===== config.mk =====
export PLATFORM = sky130hd
export DESIGN_NAME = pipeline_hazard_ctrl_flat
export DESIGN_NICKNAME = d
export VERILOG_FILES = /design/src/rtl/pipeline_hazard_ctrl_pkg.sv /design/src/rtl/pipeline_hazard_ctrl_if.sv /design/src/rtl/pipeline_hazard_ctrl_reg_scoreboard.sv /design/src/rtl/pipeline_hazard_ctrl.sv /design/src/flat_wrapper.sv
export SDC_FILE = /design/constraint.sdc
export NUM_CORES = 1
export LEC_CHECK = 0
export ABC_CLOCK_PERIOD_IN_PS = 3000
export CAP_MARGIN = 20
export CORE_UTILIZATION = 30
export CTS_BUF_LIST = sky130_fd_sc_hd__clkbuf_4
export CTS_CLUSTER_DIAMETER = 80
export CTS_CLUSTER_SIZE = 8
export DETAILED_ROUTE_END_ITERATION = 8
export HOLD_SLACK_MARGIN = 0.1
export PLACE_DENSITY_LB_ADDON = 0.3
export SLEW_MARGIN = 25
export SYNTH_ARGS = -nofsm -noshare
export SYNTH_HDL_FRONTEND = slang
export SYNTH_SLANG_ARGS = --single-unit

===== constraint.sdc =====
create_clock -name clk -period 3 [get_ports clk]
set_clock_uncertainty 0.05 [all_clocks]
set_input_delay 0.6 -clock clk [delete_from_list [all_inputs] [get_ports clk]]
set_output_delay 0.6 -clock clk [all_outputs]
set_load 0.02 [all_outputs]

===== src/rtl/pipeline_hazard_ctrl_pkg.sv =====
// Shared pipeline constants: register-file geometry, result latencies and the
// SPECIAL-opcode funct codes that decode uses to raise id_is_muldiv / id_reads_hilo.
package pipeline_pkg;

  localparam int REG_W    = 5;
  localparam int NUM_REGS = 32;
  localparam int HILO_W   = 6;

  localparam logic [REG_W-1:0] REG_ZERO = 5'd0;

  localparam int LAT_ALU           = 0;
  localparam int LAT_LOAD          = 1;
  localparam int MULDIV_CYCLES_DEF = 32;

  localparam logic [5:0] OP_SPECIAL = 6'h00;

  typedef enum logic [5:0] {
    FN_MFHI  = 6'h10,
    FN_MFLO  = 6'h12,
    FN_MULT  = 6'h18,
    FN_MULTU = 6'h19,
    FN_DIV   = 6'h1A,
    FN_DIVU  = 6'h1B
  } funct_e;

  function automatic logic is_muldiv_op(input logic [5:0] opcode, input logic [5:0] funct);
    logic hit;
    case (funct)
      FN_MULT, FN_MULTU, FN_DIV, FN_DIVU: hit = 1'b1;
      default:                            hit = 1'b0;
    endcase
    return (opcode == OP_SPECIAL) && hit;
  endfunction

  function automatic logic is_hilo_read_op(input logic [5:0] opcode, input logic [5:0] funct);
    logic hit;
    case (funct)
      FN_MFHI, FN_MFLO: hit = 1'b1;
      default:          hit = 1'b0;
    endcase
    return (opcode == OP_SPECIAL) && hit;
  endfunction

endpackage


===== src/rtl/pipeline_hazard_ctrl_if.sv =====
// ID-stage issue interface: decoded operand/destination info and redirect go in,
// issue/stall/flush decisions come back.
interface pipeline_hazard_ctrl_if #(parameter int LAT_W = 2);
  import pipeline_pkg::*;

  logic             id_valid;
  logic [REG_W-1:0] id_rs;
  logic [REG_W-1:0] id_rt;
  logic             id_uses_rs;
  logic             id_uses_rt;
  logic [REG_W-1:0] id_dest;
  logic [LAT_W-1:0] id_dest_lat;
  logic             id_is_muldiv;
  logic             id_reads_hilo;
  logic             redirect;

  logic issue;
  logic stall_if;
  logic stall_id;
  logic bubble_ex;
  logic flush_id;
  logic hilo_busy;

  modport master (
    output id_valid, id_rs, id_rt, id_uses_rs, id_uses_rt, id_dest, id_dest_lat,
           id_is_muldiv, id_reads_hilo, redirect,
    input  issue, stall_if, stall_id, bubble_ex, flush_id, hilo_busy
  );

  modport slave (
    input  id_valid, id_rs, id_rt, id_uses_rs, id_uses_rt, id_dest, id_dest_lat,
           id_is_muldiv, id_reads_hilo, redirect,
    output issue, stall_if, stall_id, bubble_ex, flush_id, hilo_busy
  );
endinterface


===== src/rtl/pipeline_hazard_ctrl_reg_scoreboard.sv =====
// Per-register pending-latency counters (r1..r31). Every edge all counters count
// down; a load never shortens an entry's outstanding window (WAW-safe max).
module reg_scoreboard
  import pipeline_pkg::*;
#(
  parameter int LAT_W = 2
) (
  input  logic             clk,
  input  logic             rst,
  input  logic             dec_en,
  input  logic             load_en,
  input  logic [REG_W-1:0] load_idx,
  input  logic [LAT_W-1:0] load_lat,
  input  logic [REG_W-1:0] rd_idx_a,
  input  logic [REG_W-1:0] rd_idx_b,
  output logic             pend_a,
  output logic             pend_b
);

  logic [LAT_W-1:0]    cnt_r   [1:NUM_REGS-1];
  logic [LAT_W-1:0]    dec_s   [1:NUM_REGS-1];
  logic [LAT_W-1:0]    nxt_s   [1:NUM_REGS-1];
  logic [NUM_REGS-1:0] pend_vec_s;

  // Next-count: saturating decrement, then max-merge with a load to this entry.
  always_comb begin
    pend_vec_s = {NUM_REGS{1'b0}};
    for (int i = 1; i < NUM_REGS; i++) begin
      if (dec_en && (cnt_r[i] != {LAT_W{1'b0}})) begin
        dec_s[i] = cnt_r[i] - {{(LAT_W-1){1'b0}}, 1'b1};
      end else begin
        dec_s[i] = cnt_r[i];
      end
      if (load_en && (load_idx == REG_W'(i)) && (load_lat > dec_s[i])) begin
        nxt_s[i] = load_lat;
      end else begin
        nxt_s[i] = dec_s[i];
      end
      pend_vec_s[i] = (cnt_r[i] != {LAT_W{1'b0}});
    end
  end

  // Counter bank state.
  always_ff @(posedge clk or posedge rst) begin
    if (rst) begin
      for (int i = 1; i < NUM_REGS; i++) begin
        cnt_r[i] <= {LAT_W{1'b0}};
      end
    end else begin
      for (int i = 1; i < NUM_REGS; i++) begin
        cnt_r[i] <= nxt_s[i];
      end
    end
  end

  // Bit 0 of pend_vec_s is constant zero, so r0 never reports pending.
  assign pend_a = pend_vec_s[rd_idx_a];
  assign pend_b = pend_vec_s[rd_idx_b];

endmodule


===== src/rtl/pipeline_hazard_ctrl.sv =====
// ID-stage issue controller: combines register scoreboard and HI/LO busy counter
// into issue / stall / bubble / flush decisions. Redirect overrides stall.
module pipeline_hazard_ctrl
  import pipeline_pkg::*;
#(
  parameter int MULDIV_CYCLES = MULDIV_CYCLES_DEF,
  parameter int LAT_W         = 2
) (
  input  logic                  clk,
  input  logic                  rst,
  pipeline_hazard_ctrl_if.slave bus
);

  localparam logic [HILO_W-1:0] MULDIV_LOAD = HILO_W'(MULDIV_CYCLES);

  logic [HILO_W-1:0] hilo_cnt_r;
  logic              pend_rs_s;
  logic              pend_rt_s;
  logic              hilo_pend_s;
  logic              hazard_s;
  logic              issue_s;
  logic              stall_s;
  logic              load_en_s;

  reg_scoreboard #(.LAT_W(LAT_W)) u_sb (
    .clk      (clk),
    .rst      (rst),
    .dec_en   (1'b1),
    .load_en  (load_en_s),
    .load_idx (bus.id_dest),
    .load_lat (bus.id_dest_lat),
    .rd_idx_a (bus.id_rs),
    .rd_idx_b (bus.id_rt),
    .pend_a   (pend_rs_s),
    .pend_b   (pend_rt_s)
  );

  // Hazard detection and issue/stall/flush decode.
  always_comb begin
    hilo_pend_s = (hilo_cnt_r != {HILO_W{1'b0}});
    hazard_s    = (bus.id_uses_rs & pend_rs_s)
                | (bus.id_uses_rt & pend_rt_s)
                | ((bus.id_reads_hilo | bus.id_is_muldiv) & hilo_pend_s);
    if (bus.redirect) begin
      issue_s = 1'b0;
      stall_s = 1'b0;
    end else begin
      issue_s = bus.id_valid & ~hazard_s;
      stall_s = bus.id_valid &  hazard_s;
    end
    load_en_s = issue_s & (bus.id_dest != REG_ZERO) & (bus.id_dest_lat != {LAT_W{1'b0}});

    bus.issue     = issue_s;
    bus.stall_if  = stall_s;
    bus.stall_id  = stall_s;
    bus.bubble_ex = stall_s;
    bus.flush_id  = bus.redirect;
    bus.hilo_busy = hilo_pend_s;
  end

  // HI/LO unit busy counter; a new mult/div can only issue once it reaches zero.
  always_ff @(posedge clk or posedge rst) begin
    if (rst) begin
      hilo_cnt_r <= {HILO_W{1'b0}};
    end else if (issue_s && bus.id_is_muldiv) begin
      hilo_cnt_r <= MULDIV_LOAD;
    end else if (hilo_cnt_r != {HILO_W{1'b0}}) begin
      hilo_cnt_r <= hilo_cnt_r - {{(HILO_W-1){1'b0}}, 1'b1};
    end else begin
      hilo_cnt_r <= hilo_cnt_r;
    end
  end

endmodule


===== src/flat_wrapper.sv =====
// flat-port wrapper written by rule: the top's interface ports become plain ports
module pipeline_hazard_ctrl_flat import pipeline_pkg::*;
#(
  parameter int MULDIV_CYCLES = MULDIV_CYCLES_DEF,
  parameter int LAT_W         = 2
)
  (clk, rst, bus_id_valid, bus_id_rs, bus_id_rt, bus_id_uses_rs, bus_id_uses_rt, bus_id_dest, bus_id_dest_lat, bus_id_is_muldiv, bus_id_reads_hilo, bus_redirect, bus_issue, bus_stall_if, bus_stall_id, bus_bubble_ex, bus_flush_id, bus_hilo_busy);
  pipeline_hazard_ctrl_if #(.LAT_W(LAT_W)) bus_i ();
  input  logic clk;
  input  logic rst;
  input wire logic [$bits(bus_i.id_valid)-1:0] bus_id_valid;
  input wire logic [$bits(bus_i.id_rs)-1:0] bus_id_rs;
  input wire logic [$bits(bus_i.id_rt)-1:0] bus_id_rt;
  input wire logic [$bits(bus_i.id_uses_rs)-1:0] bus_id_uses_rs;
  input wire logic [$bits(bus_i.id_uses_rt)-1:0] bus_id_uses_rt;
  input wire logic [$bits(bus_i.id_dest)-1:0] bus_id_dest;
  input wire logic [$bits(bus_i.id_dest_lat)-1:0] bus_id_dest_lat;
  input wire logic [$bits(bus_i.id_is_muldiv)-1:0] bus_id_is_muldiv;
  input wire logic [$bits(bus_i.id_reads_hilo)-1:0] bus_id_reads_hilo;
  input wire logic [$bits(bus_i.redirect)-1:0] bus_redirect;
  output wire logic [$bits(bus_i.issue)-1:0] bus_issue;
  output wire logic [$bits(bus_i.stall_if)-1:0] bus_stall_if;
  output wire logic [$bits(bus_i.stall_id)-1:0] bus_stall_id;
  output wire logic [$bits(bus_i.bubble_ex)-1:0] bus_bubble_ex;
  output wire logic [$bits(bus_i.flush_id)-1:0] bus_flush_id;
  output wire logic [$bits(bus_i.hilo_busy)-1:0] bus_hilo_busy;
  assign bus_i.id_valid = bus_id_valid;
  assign bus_i.id_rs = bus_id_rs;
  assign bus_i.id_rt = bus_id_rt;
  assign bus_i.id_uses_rs = bus_id_uses_rs;
  assign bus_i.id_uses_rt = bus_id_uses_rt;
  assign bus_i.id_dest = bus_id_dest;
  assign bus_i.id_dest_lat = bus_id_dest_lat;
  assign bus_i.id_is_muldiv = bus_id_is_muldiv;
  assign bus_i.id_reads_hilo = bus_id_reads_hilo;
  assign bus_i.redirect = bus_redirect;
  assign bus_issue = bus_i.issue;
  assign bus_stall_if = bus_i.stall_if;
  assign bus_stall_id = bus_i.stall_id;
  assign bus_bubble_ex = bus_i.bubble_ex;
  assign bus_flush_id = bus_i.flush_id;
  assign bus_hilo_busy = bus_i.hilo_busy;
  pipeline_hazard_ctrl #(.MULDIV_CYCLES(MULDIV_CYCLES), .LAT_W(LAT_W)) u_core (.clk(clk), .rst(rst), .bus(bus_i));
endmodule

==> key figures, run 1 <==
Pwr
  – Internal power summed over all cells: 1470 µW
  – Clock Power Share: 29.1%
  – Worst ir drop on vdd: 0.000145 V
  – Reg power frac: 44.3%
  – Psw: 774 µW
  – Power density over the cells: 296 nW/µm²
  – Net Sw Frac: 34.4%
  – Total design power: 2250 µW
  – Combinational share of power: 26.6%
  – Pleak: 0.00345 µW

Logic synthesis
  – Post-synthesis sequential area ratio: 30.5%
  – Synth area leader: dfrtp_1
  – Cell types occupying the most area after synthesis: dfrtp_1 (31%), ha_1 (14%), nor2b_1 (6.7%), mux2_2 (5.9%), mux2i_1 (5.7%)
  – Register bit total from synthesis: 68
  – Xor and xnor area share after synthesis: 0.628%
  – Total nets after synthesis: 645
  – Netlist area before placement: 5580 µm²
  – Mean instance size in the synthesized netlist: 10.0 µm²
  – Cell variety after synth: 57
  – Compound-cell area share of the yosys netlist: 10.3%
  – Simple logic cell fraction of the synthesized area: 24.2%
  – Arithmetic-cell share of the synthesized area counting full adders, half adders and majority gates: 14.4%
  – Proportion of synthesized area in mux cells: 16.4%
  – Gate count of the mapped netlist: 556
  – Share of the synthesized area in the top cell type: 30.5%
  – Number of flops mapped to enable cells by yosys: 0
  – Share of async-settable or async-resettable flops after synthesis: 100%
  – Synth Flop Type: dfrtp_1
  – Dominant combinational cell family by area after synthesis: simple AND/OR/NAND/NOR gates
  – Yosys Warn Count: 0

Timing
  – Max-slew violation count: 0
  – Final hold slack: 0.484 ns
  – Final worst path period need: 3.18 ns
  – Worst slew pin tran: 0.531 ns
  – Portion of the clock cycle consumed by the worst path in the final layout: 106%
  – Slack of the critical path: -0.184 ns
  – Worst slew margin relative to its limit: 64.6%
  – Maximum clock frequency: 0.314 GHz
  – Endpoints failing hold: 0
  – Unrepaired setup endpoints after global routing: yes
  – Final TNS setup: -1.00 ns
  – Final-report setup violation count: 8

Outcome
  – Outcome: finished, violations left
  – Failing checks: DRC, setup timing

Floorplanning
  – I/O Pins: 31
  – Starting Density: 30.8%
  – FP Rows: 49
  – Overall die width: 138 µm
  – Chip Height: 138 µm
  – Total die area: 19100 µm²
  – Core outline area: 18100 µm²

Placement
  – Number of buffer cells added on primary ports: 30
  – Sum of net half-perimeters after detailed placement: 12400 µm
  – Post-place instance area: 7110 µm²
  – GP Congestion: 0.827
  – Total instance count after detailed placement: 931

Global routing
  – First-pass GRT wire length: 27200 µm
  – Number of antenna violations at the first check in global routing: 1
  – Remaining global-route overflow: 0
  – Global routing usage summed across all routing layers: 18.4%
  – Maximum number of pins on one net before global-route repair: 69
  – Via count of the first global-routing pass: 5327

CTS
  – Sink count of the clock tree: 68
  – Post-cts hold buffer count: 0
  – Clock tree buffer depth: 2
  – Maximum level of the CTS H-tree: 3
  – CTS clk-pin slew, worst paths: 0.12 ns
  – Source-to-sink clock delay at the later pin of the worst-skew pair: 0.47 ns
  – TritonCTS clock tree: yes
  – Number of buffers inserted during clock tree synthesis: 9
  – Clock root buffer: clkbuf_4

Setup path
  – Delay of the slowest critical-path stage: 0.42 ns
  – Setup Crit Path Kind: register to output port
  – Cell at the slowest stage of the critical path: dfrtp_1
  – Category of the worst setup path launch point: register
  – Cell family with the largest share of critical-path delay: compound AO/OA/AOI/OAI gates
  – Cell Chain, Critical Path: nor2_2 > mux4_2 > mux2i_1 > a221o_1 > a211o_4 > o21a_4 > buf_6
  – Data required, critical path: 2.35 ns
  – Max FO, Critical Path: 4
  – Arrival time worst endpoint: 2.53 ns
  – Count of buffer and inverter cells on the critical path: 1
  – Kind of end point of the critical path: output port

Cells and area
  – Footprint of the multi-input gates: 3910 µm²
  – Area delta synth->final: 36.0%
  – Share of post-route cells with drive strength above 1: 37.7%
  – Flip-flop and latch area: 1700 µm²
  – Final non-filler cell area: 7580 µm²
  – Final Non-Filler Cells: 957
  – Fillcell total: 1731
  – Number of nets at the end of the flow: 811

Route
  – DRC viols: 2
  – Average detailed-routed wire length per instance: 17.8 µm
  – Detailed Route WL: 17100 µm
  – Detail-routed via count per cell: 5.12
  – Number of nets with antenna violations after detailed routing: 0
  – Via count of the routed design: 4896
  – Pre-Repair DR Iteration Count: 6
  – Number of violations reported at the end of detailed-routing iteration 0: 309

Min path
  – Worst hold-check path type: input port to asynchronous set/reset pin

Job
  – Max capacitance violation total: 0
## worst reg2reg max path, cell delays in order (launching register included)
cell and delay (ns):
dfrtp_1 0.42, nor2_2 0.21, mux4_2 0.27, mux2i_1 0.07, a221o_1 0.37, a211o_4 0.39
buf_4 0.17, buf_12 0.17, or4_4 0.56, mux2_4 0.31
## cell families (layout without fill, tap and decap cells)
| logic type | count (synthesis) | count (layout) |
|---|---|---|
| adders and majority gates | 64 | 64 |
| buffers and inverters | 39 | 210 |
| muxes | 73 | 73 |
| AOI/OAI and AO/OA | 96 | 96 |
| DFF | 68 | 68 |
| and+or+nand+nor | 212 | 212 |
| xor gates and xnor gates | 4 | 4 |
| other | 0 | 1 |
## synth_stat cells, types with 4 or more instances
library cell,n
nor3_1,13
mux2i_1,32
inv_1,16
nand2_1,40
nor2b_1,60
dfrtp_1,68
ha_1,64
nand2b_1,4
buf_4,4
o21ai_0,32
a211o_1,4
or4_4,4
mux2_2,29
mux4_1,5
clkbuf_1,7
a21oi_1,35
nor4_2,22
buf_6,4
mux4_2,4
nor2_1,41
buf_2,4
nor4_4,4
nor3b_1,6
## power by group through the flow
stage	clock, µW	sequential [µW]	combinational (µW)
CTS	672	994	577
floorplan	0	1000	340
global placement	0	1010	527
finish	655	995	598
detailed placement	0	1010	558
global route	703	998	652
## registers in the layout (all words and copies together) (netlist names)
signal	cells
u_core.u_sb.cnt_r	62
u_core.hilo_cnt_r	6
## per-layer routing
| metal | global-route usage [%] | part of all wire (%) | routed length (µm) |
|---|---|---|---|
| met1 | 22.4 | 45 | 7620 |
| met2 | 31.7 | 48 | 8230 |
| met3 | 3.50 | 4.7 | 805 |
| met4 | 8.10 | 2.4 | 417 |
| met5 | 0 | 0 | 0 |
## per-stage QoR
stage / setup WS [ns] / util (%)
5_1_grt: -0.250 / 41.9
3_5_place_dp: -1.07 / 39.3
4_1_cts: -0.197 / 40.9
2_1_floorplan: -0.0501 / -
3_3_place_gp: -1.02 / 39.3
6_report: -0.184 / 41.9
## worst paths after layout
path                                                   from                          endpoint  slack, ns  depth (start not counted)
min in group clk           u_core.hilo_cnt_r[4]$_DFFE_PP0P_  u_core.hilo_cnt_r[4]$_DFFE_PP0P_       0.49                          1
hold / removal                                          rst   u_core.u_sb.cnt_r[11]$_DFF_PP0_       0.48                          3
max in group asynchronous                               rst   u_core.u_sb.cnt_r[40]$_DFF_PP0_       2.10                          3
hold reg to reg            u_core.hilo_cnt_r[4]$_DFFE_PP0P_  u_core.hilo_cnt_r[4]$_DFFE_PP0P_       0.49                          1
setup / recovery            u_core.u_sb.cnt_r[49]$_DFF_PP0_                     bus_bubble_ex      -0.18                          7
setup reg to reg            u_core.u_sb.cnt_r[49]$_DFF_PP0_    u_core.u_sb.cnt_r[0]$_DFF_PP0_      -0.11                          9
## cells in the final DEF (no fill, tap or decap), types with 28 or more instances in the layout
cell and count:
a21oi_1 35, buf_4 141, dfrtp_1 68, ha_1 64, mux2_2 28, mux2i_1 32, nand2_1 40, nor2_1 35
nor2b_1 60, o21ai_0 31
## repair_timing
action	CTS	global route
endpoints found under the setup margin	66	41
pin swaps	8	10
gates resized for setup	60	22
endpoints found under the hold margin	0	0
setup buffers	9	1
## layout make-up
cell class / instances / area share, %
diodes: 1 / 0.0330
clock buffers: 10 / 0.990
clock inverters: 6 / 0.841
inverters: 18 / 1.11
multi-input cells: 449 / 51.6
flip-flops and latches: 68 / 22.4
well taps: 229 / 3.78
repair buffers: 176 / 19.3
No activity file was read; power rests on OpenSTA's default activity.
==> run 2: changes to the inputs <==
--- a/config.mk
+++ b/config.mk
@@ -14,6 +14,7 @@
 export DETAILED_ROUTE_END_ITERATION = 8
 export HOLD_SLACK_MARGIN = 0.1
 export PLACE_DENSITY_LB_ADDON = 0.3
+export SETUP_SLACK_MARGIN = 0.1
 export SLEW_MARGIN = 25
 export SYNTH_ARGS = -nofsm -noshare
 export SYNTH_HDL_FRONTEND = slang
==> key figures, run 2 (synthesis gave the netlist of run 1 again) <==
Outcome
  – Failing checks: DRC, setup timing
  – Outcome: finished, violations left

Timing
  – Final TNS setup: -1.20 ns (-0.194 ns)
  – Slack of the critical path: -0.184 ns (+0.000446 ns)
  – Worst slew pin tran: 0.582 ns (+0.0509 ns)
  – Worst slew margin relative to its limit: 61.2% (-3.4 points)
  – Unrepaired setup endpoints after global routing: yes
  – Endpoints failing hold: 0 (unchanged)
  – Max-slew violation count: 0 (unchanged)
  – Portion of the clock cycle consumed by the worst path in the final layout: 106% (about the same)
  – Final-report setup violation count: 16 (+8)
  – Maximum clock frequency: 0.314 GHz (about the same)
  – Final worst path period need: 3.18 ns (-0.000446 ns)

Route
  – Detail-routed via count per cell: 5.10 (-0.40%)
  – Via count of the routed design: 4968 (+1.5%)
  – Met3 Wirelength: 744 µm (-7.6%)
  – Detailed Route WL: 17600 µm (+3.3%)
  – Routed met1 length: 7900 µm (+3.7%)
  – Pre-Repair DR Iteration Count: 6 (unchanged)
  – Total met2 wirelength after detailed routing: 8560 µm (+4.0%)
  – Uppermost layer routed: met4
  – Average detailed-routed wire length per instance: 18.1 µm (+1.4%)
  – Number of nets with antenna violations after detailed routing: 0 (unchanged)
  – Number of violations reported at the end of detailed-routing iteration 0: 323 (+4.5%)
  – DRC viols: 4 (+2)

Floorplanning
  – I/O Pins: 31 (unchanged)
  – Total die area: 19100 µm² (unchanged)
  – Core outline area: 18100 µm² (unchanged)
  – Starting Density: 30.8% (unchanged)
  – Overall die width: 138 µm (unchanged)
  – Chip Height: 138 µm (unchanged)
  – FP Rows: 49 (unchanged)

Setup path
  – Category of the worst setup path launch point: register
  – Kind of end point of the critical path: output port
  – Max FO, Critical Path: 4 (unchanged)
  – Worst flop-to-flop path startpoint: u_core.u_sb.cnt_r[49]$_DFF_PP0_
  – Register-to-Register Setup Slack: -0.09 ns (+0.02 ns)
  – Data required, critical path: 2.35 ns (about the same)
  – Reg2Reg Capture Point: u_core.u_sb.cnt_r[56]$_DFF_PP0_
  – Delay of the slowest critical-path stage: 0.41 ns (about the same)
  – Critical path startpoint: u_core.u_sb.cnt_r[49]$_DFF_PP0_
  – End point of the critical path: bus_bubble_ex
  – Cell at the slowest stage of the critical path: dfrtp_1
  – Arrival time worst endpoint: 2.53 ns (about the same)
  – Setup Crit Path Kind: register to output port
  – Cell Chain, Critical Path: nor2_2 > mux4_2 > mux2i_1 > a221o_1 > a211o_4 > o21a_4 > buf_6
  – Worst reg-to-reg path cell count: 10 (+1)

Placement
  – GP Congestion: 0.827 (unchanged)
  – Post-place instance area: 7110 µm² (unchanged)
  – Number of buffer cells added on primary ports: 30 (unchanged)
  – Sum of net half-perimeters after detailed placement: 12400 µm (unchanged)

Cells and area
  – Number of nets at the end of the flow: 829 (+2.2%)
  – Share of post-route cells with drive strength above 1: 39.9% (+2.2 points)
  – Largest register by flop count: u_core.u_sb.cnt_r
  – Commonest non-fill, non-tap cell in the layout: buf_4
  – Most used cells in the layout excluding fill and tap cells: buf_4 (152), dfrtp_1 (68), ha_1 (64)
  – Registers with the highest flip-flop counts: u_core.u_sb.cnt_r: 62 flops, u_core.hilo_cnt_r: 6 flops
  – Area delta synth->final: 41.4%
  – Final non-filler cell area: 7890 µm² (+4.0%)
  – Flip-flop count of the largest register after layout: 62 (unchanged)

CTS
  – Source-to-sink clock delay at the later pin of the worst-skew pair: 0.47 ns (about the same)
  – Post-cts hold buffer count: 0 (unchanged)
  – Sink count of the clock tree: 68 (unchanged)
  – Maximum level of the CTS H-tree: 3 (unchanged)
  – Number of buffers inserted during clock tree synthesis: 9 (unchanged)
  – Clock tree buffer depth: 2 (unchanged)
  – CTS clk-pin slew, worst paths: 0.12 ns (about the same)
  – Clock root buffer: clkbuf_4
  – TritonCTS clock tree: yes

Global routing
  – First-pass GRT wire length: 27300 µm (+0.18%)
  – Global routing usage summed across all routing layers: 18.5% (+0.060 points)
  – Maximum number of pins on one net before global-route repair: 69 (unchanged)
  – Number of antenna violations at the first check in global routing: 1 (unchanged)
  – Via count of the first global-routing pass: 5316 (-0.21%)
  – Remaining global-route overflow: 0 (unchanged)

Pwr
  – Combinational share of power: 28.6% (+2.0 points)
  – Net Sw Frac: 34.5% (+0.080 points)
  – Clock Power Share: 28.3% (-0.8 points)
  – Reg power frac: 43.1% (-1.2 points)
  – Power density over the cells: 293 nW/µm² (-1.0%)
  – Psw: 798 µW (+3.2%)
  – Internal power summed over all cells: 1520 µW (+2.8%)
  – Worst ir drop on vdd: 0.000148 V (+2.5%)
  – Pleak: 0.00360 µW (+4.3%)

Min path
  – Worst hold-check path type: input port to asynchronous set/reset pin

Job
  – Max capacitance violation total: 0 (unchanged)
run 2: changes by cell type in the layout (fill, tap and decap cells not counted), moves of 5 or more:
cell    change
nor4_2      -7
mux2_2     -13
mux2_4     +13
nor4_4      +7
buf_4      +11
buf_6       +5
run 2: what timing repair did:
action	4_1_cts	5_1_grt
buffers inserted	9	18
resized for setup	68	48
gates cloned	0	1
pin swaps	9	34
setup endpoints to repair	67	55
run 2: cell type report:
type | count | area [µm²]
Clock inverter | 6 | 63.8
Clock buffer | 10 | 75.1
Sequential cell | 68 | 1700
Antenna cell | 1 | 2.50
Multi-Input combinational cell | 449 | 4040
Inverter | 18 | 83.8
Tap cell | 229 | 287
Timing Repair Buffer | 194 | 1640
Fill cell | 1700 | 10200
run 2: power by group through the flow:
| stage | registers, µW | clock network (µW) | logic (µW) |
|---|---|---|---|
| finish | 998 | 655 | 661 |
| global route | 1000 | 703 | 718 |
| CTS | 994 | 672 | 586 |
| detailed placement | 1010 | 0 | 558 |
| global placement | 1010 | 0 | 527 |
| floorplan | 1000 | 0 | 340 |
run 2: metrics by stage:
stage | hold WS, ns | setup WS [ns] | util (%) | std cells | total power [µW]
after CTS | 0.464 | -0.197 | 41.3 | 955 | 2250
final | 0.485 | -0.184 | 43.6 | 975 | 2310
after detailed placement | 0.472 | -1.07 | 39.3 | 931 | 1570
after floorplan | 0.424 | -0.0501 | - | 556 | 1350
after global placement | 0.435 | -1.02 | 39.3 | 931 | 1540
after global routing | 0.502 | -0.262 | 43.6 | 975 | 2420
run 2: metal layers:
layer / up-vias / global-route usage, %
met5: - / 0
met4: 0 / 7.87
met3: 29 / 3.36
met2: 84 / 31.9
met1: 2454 / 22.5
li1: 2401 / -
run 2: worst min-delay path by stage:
stage                                             to  slack [ns]
floorplan           u_core.hilo_cnt_r[4]$_DFFE_PP0P_        0.42
global placement    u_core.hilo_cnt_r[4]$_DFFE_PP0P_        0.44
detailed placement  u_core.hilo_cnt_r[4]$_DFFE_PP0P_        0.47
CTS                  u_core.u_sb.cnt_r[50]$_DFF_PP0_        0.46
global route         u_core.u_sb.cnt_r[22]$_DFF_PP0_        0.50
finish               u_core.u_sb.cnt_r[11]$_DFF_PP0_        0.48
run 2: worst max-delay path: cells and delay by family (launching register included):
| family | cells | cell delay, ns |
|---|---|---|
| AOI/OAI and AO/OA | 3 | 0.99 |
| DFF | 1 | 0.41 |
| muxes | 2 | 0.35 |
| and+or+nand+nor | 1 | 0.20 |
| buffers and inverters | 1 | 0.13 |
